**src/rtl/vocab_scan_encoder.sv**
```systemverilog
// vocab_scan_encoder: accepts a query key over a valid/ready handshake, scans an external
// vocabulary SRAM (1-cycle read latency) entry by entry and returns the first (or last) matching
// token index, a found flag and a saturating hit count over a backpressured output handshake.
//
// Ports:
//   clk, rst           clock and synchronous active-high reset
//   in_valid/in_ready  query handshake; in_ready is high only in IDLE
//   in_key             query key
//   vocab_addr/re      registered SRAM read address and read enable
//   vocab_dout         SRAM data for the address presented on the previous cycle
//   out_valid/ready    result handshake
//   out_token          matching index (0 when not found)
//   out_found          at least one entry matched
//   out_hits           number of matching entries, saturating at all-ones
//   busy               state is not IDLE
module vocab_scan_encoder #(
  parameter int unsigned DATA_WIDTH = 8,
  parameter int unsigned ADDR_WIDTH = 4,
  parameter int unsigned VOCAB_SIZE = 16,
  parameter bit          MATCH_LAST = 1'b0,
  parameter int unsigned CNT_WIDTH  = 4
) (
  input  logic                  clk,
  input  logic                  rst,
  input  logic                  in_valid,
  output logic                  in_ready,
  input  logic [DATA_WIDTH-1:0] in_key,
  output logic [ADDR_WIDTH-1:0] vocab_addr,
  output logic                  vocab_re,
  input  logic [DATA_WIDTH-1:0] vocab_dout,
  output logic                  out_valid,
  input  logic                  out_ready,
  output logic [ADDR_WIDTH-1:0] out_token,
  output logic                  out_found,
  output logic [CNT_WIDTH-1:0]  out_hits,
  output logic                  busy
);

  typedef enum logic [1:0] {StIdle, StScan, StFlush, StDone} state_e;

  localparam logic [ADDR_WIDTH-1:0] LastAddr = ADDR_WIDTH'(VOCAB_SIZE - 1);
  localparam logic [CNT_WIDTH-1:0]  HitsMax  = '1;

  state_e                  state_q, state_d;
  logic [DATA_WIDTH-1:0]   key_q, key_d;
  logic [ADDR_WIDTH-1:0]   addr_q, addr_d;
  logic [ADDR_WIDTH-1:0]   addr_dly_q, addr_dly_d;  // address whose data is on vocab_dout now
  logic                    re_q, re_d;
  logic                    rdv_q, rdv_d;            // vocab_dout carries a requested word
  logic [ADDR_WIDTH-1:0]   token_q, token_d;
  logic                    found_q, found_d;
  logic [CNT_WIDTH-1:0]    hits_q, hits_d;
  logic                    hit;

  always_ff @(posedge clk) begin
    if (rst) begin
      state_q    <= StIdle;
      key_q      <= '0;
      addr_q     <= '0;
      addr_dly_q <= '0;
      re_q       <= 1'b0;
      rdv_q      <= 1'b0;
      token_q    <= '0;
      found_q    <= 1'b0;
      hits_q     <= '0;
    end else begin
      state_q    <= state_d;
      key_q      <= key_d;
      addr_q     <= addr_d;
      addr_dly_q <= addr_dly_d;
      re_q       <= re_d;
      rdv_q      <= rdv_d;
      token_q    <= token_d;
      found_q    <= found_d;
      hits_q     <= hits_d;
    end
  end

  // Compares only count while scanning; a read issued in the last SCAN cycle of an early stop
  // lands in DONE and must be ignored.
  assign hit = rdv_q && (vocab_dout == key_q) && ((state_q == StScan) || (state_q == StFlush));

  always_comb begin
    state_d    = state_q;
    key_d      = key_q;
    addr_d     = addr_q;
    addr_dly_d = addr_q;
    re_d       = re_q;
    rdv_d      = re_q;
    token_d    = token_q;
    found_d    = found_q;
    hits_d     = hits_q;

    if (hit) begin
      found_d = 1'b1;
      token_d = addr_dly_q;
      if (hits_q != HitsMax) begin
        hits_d = hits_q + 1'b1;
      end
    end

    unique case (state_q)
      StIdle: begin
        if (in_valid) begin
          key_d   = in_key;
          hits_d  = '0;
          token_d = '0;
          found_d = 1'b0;
          addr_d  = '0;
          re_d    = 1'b1;
          state_d = StScan;
        end
      end
      StScan: begin
        if (hit && !MATCH_LAST) begin
          re_d    = 1'b0;
          state_d = StDone;
        end else if (addr_q == LastAddr) begin
          // Hold the address so it cannot wrap; the final compare happens in FLUSH.
          re_d    = 1'b0;
          state_d = StFlush;
        end else begin
          addr_d = addr_q + 1'b1;
        end
      end
      StFlush: begin
        state_d = StDone;
      end
      StDone: begin
        if (out_ready) begin
          state_d = StIdle;
        end
      end
      default: begin
        state_d = StIdle;
      end
    endcase
  end

  assign in_ready   = (state_q == StIdle);
  assign busy       = (state_q != StIdle);
  assign out_valid  = (state_q == StDone);
  assign vocab_addr = addr_q;
  assign vocab_re   = re_q;
  assign out_token  = token_q;
  assign out_found  = found_q;
  assign out_hits   = hits_q;

endmodule

```
**config.mk**
```make
export PLATFORM = sky130hd
export DESIGN_NAME = vocab_scan_encoder
export DESIGN_NICKNAME = d
export VERILOG_FILES = /design/src/rtl/vocab_scan_encoder.sv
export SDC_FILE = /design/constraint.sdc
export NUM_CORES = 1
export LEC_CHECK = 0
export ABC_AREA = 1
export CORE_MARGIN = 2
export CORE_UTILIZATION = 35
export DETAILED_ROUTE_END_ITERATION = 8
export GPL_TIMING_DRIVEN = 0
export HOLD_SLACK_MARGIN = 0.03
export PLACE_DENSITY = 0.63
export SYNTH_ARGS = -nofsm -noshare
export SYNTH_HDL_FRONTEND = slang
export SYNTH_SLANG_ARGS = --single-unit
```
**constraint.sdc**
```tcl
create_clock -name clk -period 3.9 [get_ports clk]
set_input_delay 0.78 -clock clk [delete_from_list [all_inputs] [get_ports clk]]
set_output_delay 0.78 -clock clk [all_outputs]
set_load 0.01 [all_outputs]
```
Word level (Yosys, flattened, before mapping)
Index checks and enable logic that the tools add are counted.
{"block": "totals", "regBits": 29, "input_bits": 20, "out_inout_bits": 17, "word_cells": 55}
{"block": "classes", "addsub": 2, "n_eq_ne": 11, "n_mux": 23, "n_reduce_logical": 10}
{"cell": "2-to-1 mux 4 bit", "count": 10}
{"cell": "adder 4 x 1 -> 4 bit, second input constant", "count": 2}
{"cell": "equality test 8 bit", "count": 1}
{"cell": "2-to-1 mux 2 bit", "count": 4}
{"cell": "one-hot mux 2 bit (4 select lines)", "count": 1}
{"cell": "one-hot mux 4 bit (2 select lines)", "count": 1}
{"cell": "2-to-1 mux 1 bit", "count": 6}
{"cell": "inequality test 2 bit, second input constant", "count": 3}
{"cell": "AND reduction 3 bit", "count": 2}
{"cell": "equality test 2 bit, second input constant", "count": 2}
{"cell": "equality test 4 bit, second input constant", "count": 1}
{"cell": "inequality test 4 bit, second input constant", "count": 1}
{"cell": "AND reduction 4 bit", "count": 1}
{"cell": "nonzero test 2 bit", "count": 2}
{"cell": "inequality test 3 x 2 -> 1 bit, second input constant", "count": 1}
{"cell": "equality test 2 x 1 -> 1 bit, second input constant", "count": 1}
{"cell": "logical AND 1 bit", "count": 2}
{"cell": "zero test 2 bit", "count": 1}
{"cell": "inequality test 2 x 1 -> 1 bit, second input constant", "count": 1}
{"cell": "one-hot mux 1 bit (2 select lines)", "count": 1}
{"cell": "AND reduction 2 bit", "count": 1}
{"cell": "logical OR 1 bit", "count": 1}

Longest topological paths before layout
Gate-level depths: netlist of run 1.
{"block": "depth", "depth_word": 6, "mapped_depth": 10, "ltp_nobuf": 10}

Worst setup path before layout of run 1
No wires, ideal clock.
{"block": "synth_path", "path_type": "input-to-reg", "startpoint": "input port vocab_dout[0]", "endpoint": "register hits_q[2], in the netlist out_hits[2]", "setup_ps": 116, "t_arrival_ps": 1518, "required_ps": 3784, "path_slack_ps": 2267, "cell_stages": 9, "path_buffers": 0, "cell_sequence": "inv_1 > nand2_1 > nand2_1 > nor2_1 > inv_1 > nor2_2 > nand2_1 > o21ai_0 > nor2_1"}
{"block": "synth_between", "elab_chain_cells": 6}
{"element": "start, declared", "line_no": "30", "source": "input logic [DATA_WIDTH-1:0] vocab_dout,"}
{"element": "equality test 8 bit *", "line_no": "81", "source": "assign hit = rdv_q && (vocab_dout == key_q) && ((state_q == StScan) || (state_q == StFlush));"}
{"element": "logical AND 1 bit * (2 in a row)", "line_no": "81"}
{"element": "2-to-1 mux 4 bit *", "line_no": "94", "source": "if (hit) begin"}
{"element": "2-to-1 mux 4 bit", "line_no": "104", "source": "if (in_valid) begin"}
{"element": "2-to-1 mux 4 bit *", "line_no": "102", "source": "unique case (state_q)"}
{"element": "end signal, assigned", "line_no": "75", "source": "hits_q <= hits_d;"}
{"element": "end, declared", "line_no": "52", "source": "logic [CNT_WIDTH-1:0] hits_q, hits_d;"}
Mark *: on every way between the ends. The rest lies on a longest branch, timed or not.
A chain may end at the register's enable or synchronous reset.

Final worst setup path of run 1
{"block": "layout_path", "startpoint": "register state_q[0]", "endpoint": "output port busy"}
{"block": "layout_between", "elab_chain_cells": 1}
{"element": "start, declared", "line_no": "44", "source": "state_e state_q, state_d;"}
{"element": "start signal, assigned", "line_no": "57", "source": "state_q <= StIdle;"}
{"element": "start signal, assigned", "line_no": "67", "source": "state_q <= state_d;"}
{"element": "nonzero test 2 bit", "line_no": "141", "source": "assign busy = (state_q != StIdle);"}
{"element": "end, declared", "line_no": "36", "source": "output logic busy"}
No other way between the ends.

==> summary.md, run 1 <==
| Metric | Value |
|---|---|
| Status | `complete, no violations` |
| Final setup fails | `0` |
| Max Cap Violations | `0` |
| HPWL Detailed | `around 2.4 mm` |
| Drt drc | `0` |
| Pin count of the biggest net entering global routing | `11` |
| Clk sinks | `29` |
| Initial antenna violation count | `0` |
| Most frequent cells in the layout | `nand2_1 (44), clkdlybuf4s50_1 (35), inv_1 (32), nor2_1 (32), dfxtp_1 (29)` |
| Switching power | `just under 400 uW` |
| Required time of the critical path | `between 3000 and 4000 ps` |
| Hold_ws | `around 450 ps` |
| DRT Pass-1 Iters | `4` |
| DRC marker count from the first detailed-route iteration | `58` |
| Area grow syn2layout | `37.0%` |
| PortBufs | `35` |
| Worst vdd ir | `approximately 0.28 mV` |
| CP Max Fanout | `4` |
| Core Util, Final | `0.502` |
| Post-synth cell types | `24` |
| Initial Utilization | `0.366` |
| H-tree levels | `2` |
| Clock Latency Late Sink | `290 ps` |
| Final hold vios | `0` |
| Fmax | `400 MHz` |
| Hold Path Class | `reg2reg` |
| Multi-input logic area | `between 700 and 800 um2` |
| Layout cell share with drive strength beyond 1 | `0.0965` |
| Die height | `69.0 um` |
| Pwr/cell area | `about 570 nW/um2` |
| Clk pin slew, worst setup/hold paths | `60 ps` |
| Via density | `approximately 4.6` |
| Crit Path Class | `reg2out` |
| CTS hold repair buffers | `0` |
| Wire per inst | `between 10 and 15 um` |
| Via count | `1407` |
| Minimum clock period | `2500 ps` |
| TritonCTS Buffers | `5` |
| YS warnings | `0` |
| Cells after Synth | `216` |
| Fillers | `~430` |
| CTS tree | `done` |
| Placed cells | `~300` |
| Combinational Power Share | `0.348` |
| Sequential cell area fraction in the yosys report | `0.393` |
| Post-CTS setup repair buffer count | `0` |
| Most common cell after layout, fill and taps aside | `nand2_1` |
| Period utilization | `0.640` |
| P_int | `just under 800 uW` |
| GP Congestion | `0.754` |
| GRT Util Overall | `0.152` |
| Routed Antenna Nets | `0` |
| Max-slew headroom | `0.690` |
| Fin cells | `slightly above 300` |
| Antenna fix cells | `0` |
| Area of the core | `approximately 4000 um2` |
| Clock tree buffer depth | `2` |
| Synth top area share | `0.393` |
| Power Total | `approximately 1200 uW` |
| Startpoint type of the worst setup path | `register` |
| Final wirelength | `around 3.3 mm` |
| Root Driver | `clkbuf_8` |
| Synth Area per Inst | `roughly 7 um2` |
| CP endpoint kind | `primary output` |
| Cell Rows | `23` |
| Net Sw Frac | `0.334` |
| Die Area | `4750 um2` |
| Worst Tran Pin Value | `around 470 ps` |
| RSZ-0062 raised after global routing | `no` |
| Total gr overflow | `0` |
| Leakage | `0.000876 uW` |
| Synth area leaders | `dfxtp_1 (39%), nand2_1 (11%), inv_1 (8.1%), nor2_1 (8.1%), a21oi_1 (6.1%)` |
| Synthesized area | `1480 um2` |
| CP arrival | `between 1500 and 2000 ps` |
| Final clock skew | `approximately 5 ps` |
| Final setup TNS | `0 ps` |
| Die W | `about 69 um` |
| Seq cells post-synth | `29` |
| First-pass GRT wire length | `5.20 mm` |
| Vias in the first global route | `roughly 1200` |
| Clock power share | `0.325` |
| Sequential share of power | `0.328` |
| Area leader, netlist | `dfxtp_1` |
| Reg area | `581 um2` |
| Resized cells post-CTS | `0` |
| Layout net count | `~280` |
| Max Slew Vio Count | `0` |
| Syn nets | `~240` |
| I/O pin count | `37` |
## worst max-delay path: stages (launching register included)
cell and delay, ps:
dfxtp_1 390, inv_1 90, ha_1 260, inv_1 130, clkdlybuf4s50_1 550
## power groups by stage
stage | Sequential [uW] | Combinational, uW | Clock [uW]
final | 379 | 402 | 375
after global routing | 385 | 453 | 393
after CTS | 378 | 408 | 384
after detailed placement | 385 | 403 | 0
after global placement | 384 | 403 | 0
after floorplan | 382 | 271 | 0
## final cells by class
type | instances | share of cell area
Clock inverter | 3 | 0.0322
Multi-Input combinational cell | 149 | 0.372
Clock buffer | 5 | 0.0340
Buffer | 3 | 0.00557
Timing Repair Buffer | 35 | 0.173
Inverter | 35 | 0.0649
Sequential cell | 29 | 0.287
Tap cell | 50 | 0.0309
## flip-flops by register name (all words and copies together), names as in the netlist
register and count:
addr_dly_q 4, vocab_re 1, out_found 1, key_q 8
out_hits 4, vocab_addr 4, state_q 2, out_token 4
rdv_q 1
## cell usage after synthesis, drive strengths merged
library cell and instances:
xor2 1, dfxtp 29, a21oi 19, o21ai 18, inv 35, clkbuf 3, nand3b 1, nor3 2
xnor2 1, nor2 39, nand3 11, nor2b 1, nand4 3, o22ai 1, nand2 46, ha 5
o21bai 1
## routing by layer
metal  global-route usage  share of wire
met1                0.205           0.49
met2                0.220           0.43
met3               0.0406          0.052
met4               0.0809          0.022
met5                    0              0
## worst paths after layout
kind,from,to,slack [ps],cells after the start
max,state_q[0]$_SDFFE_PP0P_,busy,1400,4
min,vocab_re$_SDFFE_PP0P_,rdv_q$_SDFF_PP0_,450,2
max reg2reg,state_q[0]$_SDFFE_PP0P_,vocab_addr[1]$_SDFFE_PP0P_,2120,9
min reg2reg,vocab_re$_SDFFE_PP0P_,rdv_q$_SDFF_PP0_,450,2
## kinds of logic (layout without fill, tap and decap cells)
logic type / count (synthesis) / count (layout) / synth area share
flops: 29 / 29 / 0.393
xor+xnor: 2 / 2 / 0.0119
buf+inv: 38 / 81 / 0.0966
compound gates: 39 / 39 / 0.145
simple gates: 103 / 103 / 0.311
fa+ha+maj: 5 / 5 / 0.0424
## through the flow
stage          setup WS (ps)  area [um2]
6_report                1400        2020
5_1_grt                 1290        2020
4_1_cts                 1360        2020
3_5_place_dp            1570        1890
3_3_place_gp            1570        1890
2_1_floorplan           2270        1480
Power figures use the tool's default switching activity.
==> run 2, diff against run 1 <==
clock period = 2.3 ns   (was 3.9 ns; I/O delays follow)
==> results of run 2 <==
Same layout as run 1 (identical final DEF). Status: complete, no violations.
Among the figures that moved: setup slack after placement 1570 ps -> 295 ps; setup slack after layout 1400 ps -> 122 ps; register-to-register setup slack 2120 ps -> 520 ps; total power 1160 uW -> 1960 uW; worst IR drop on VDD 0.281 mV -> 0.477 mV
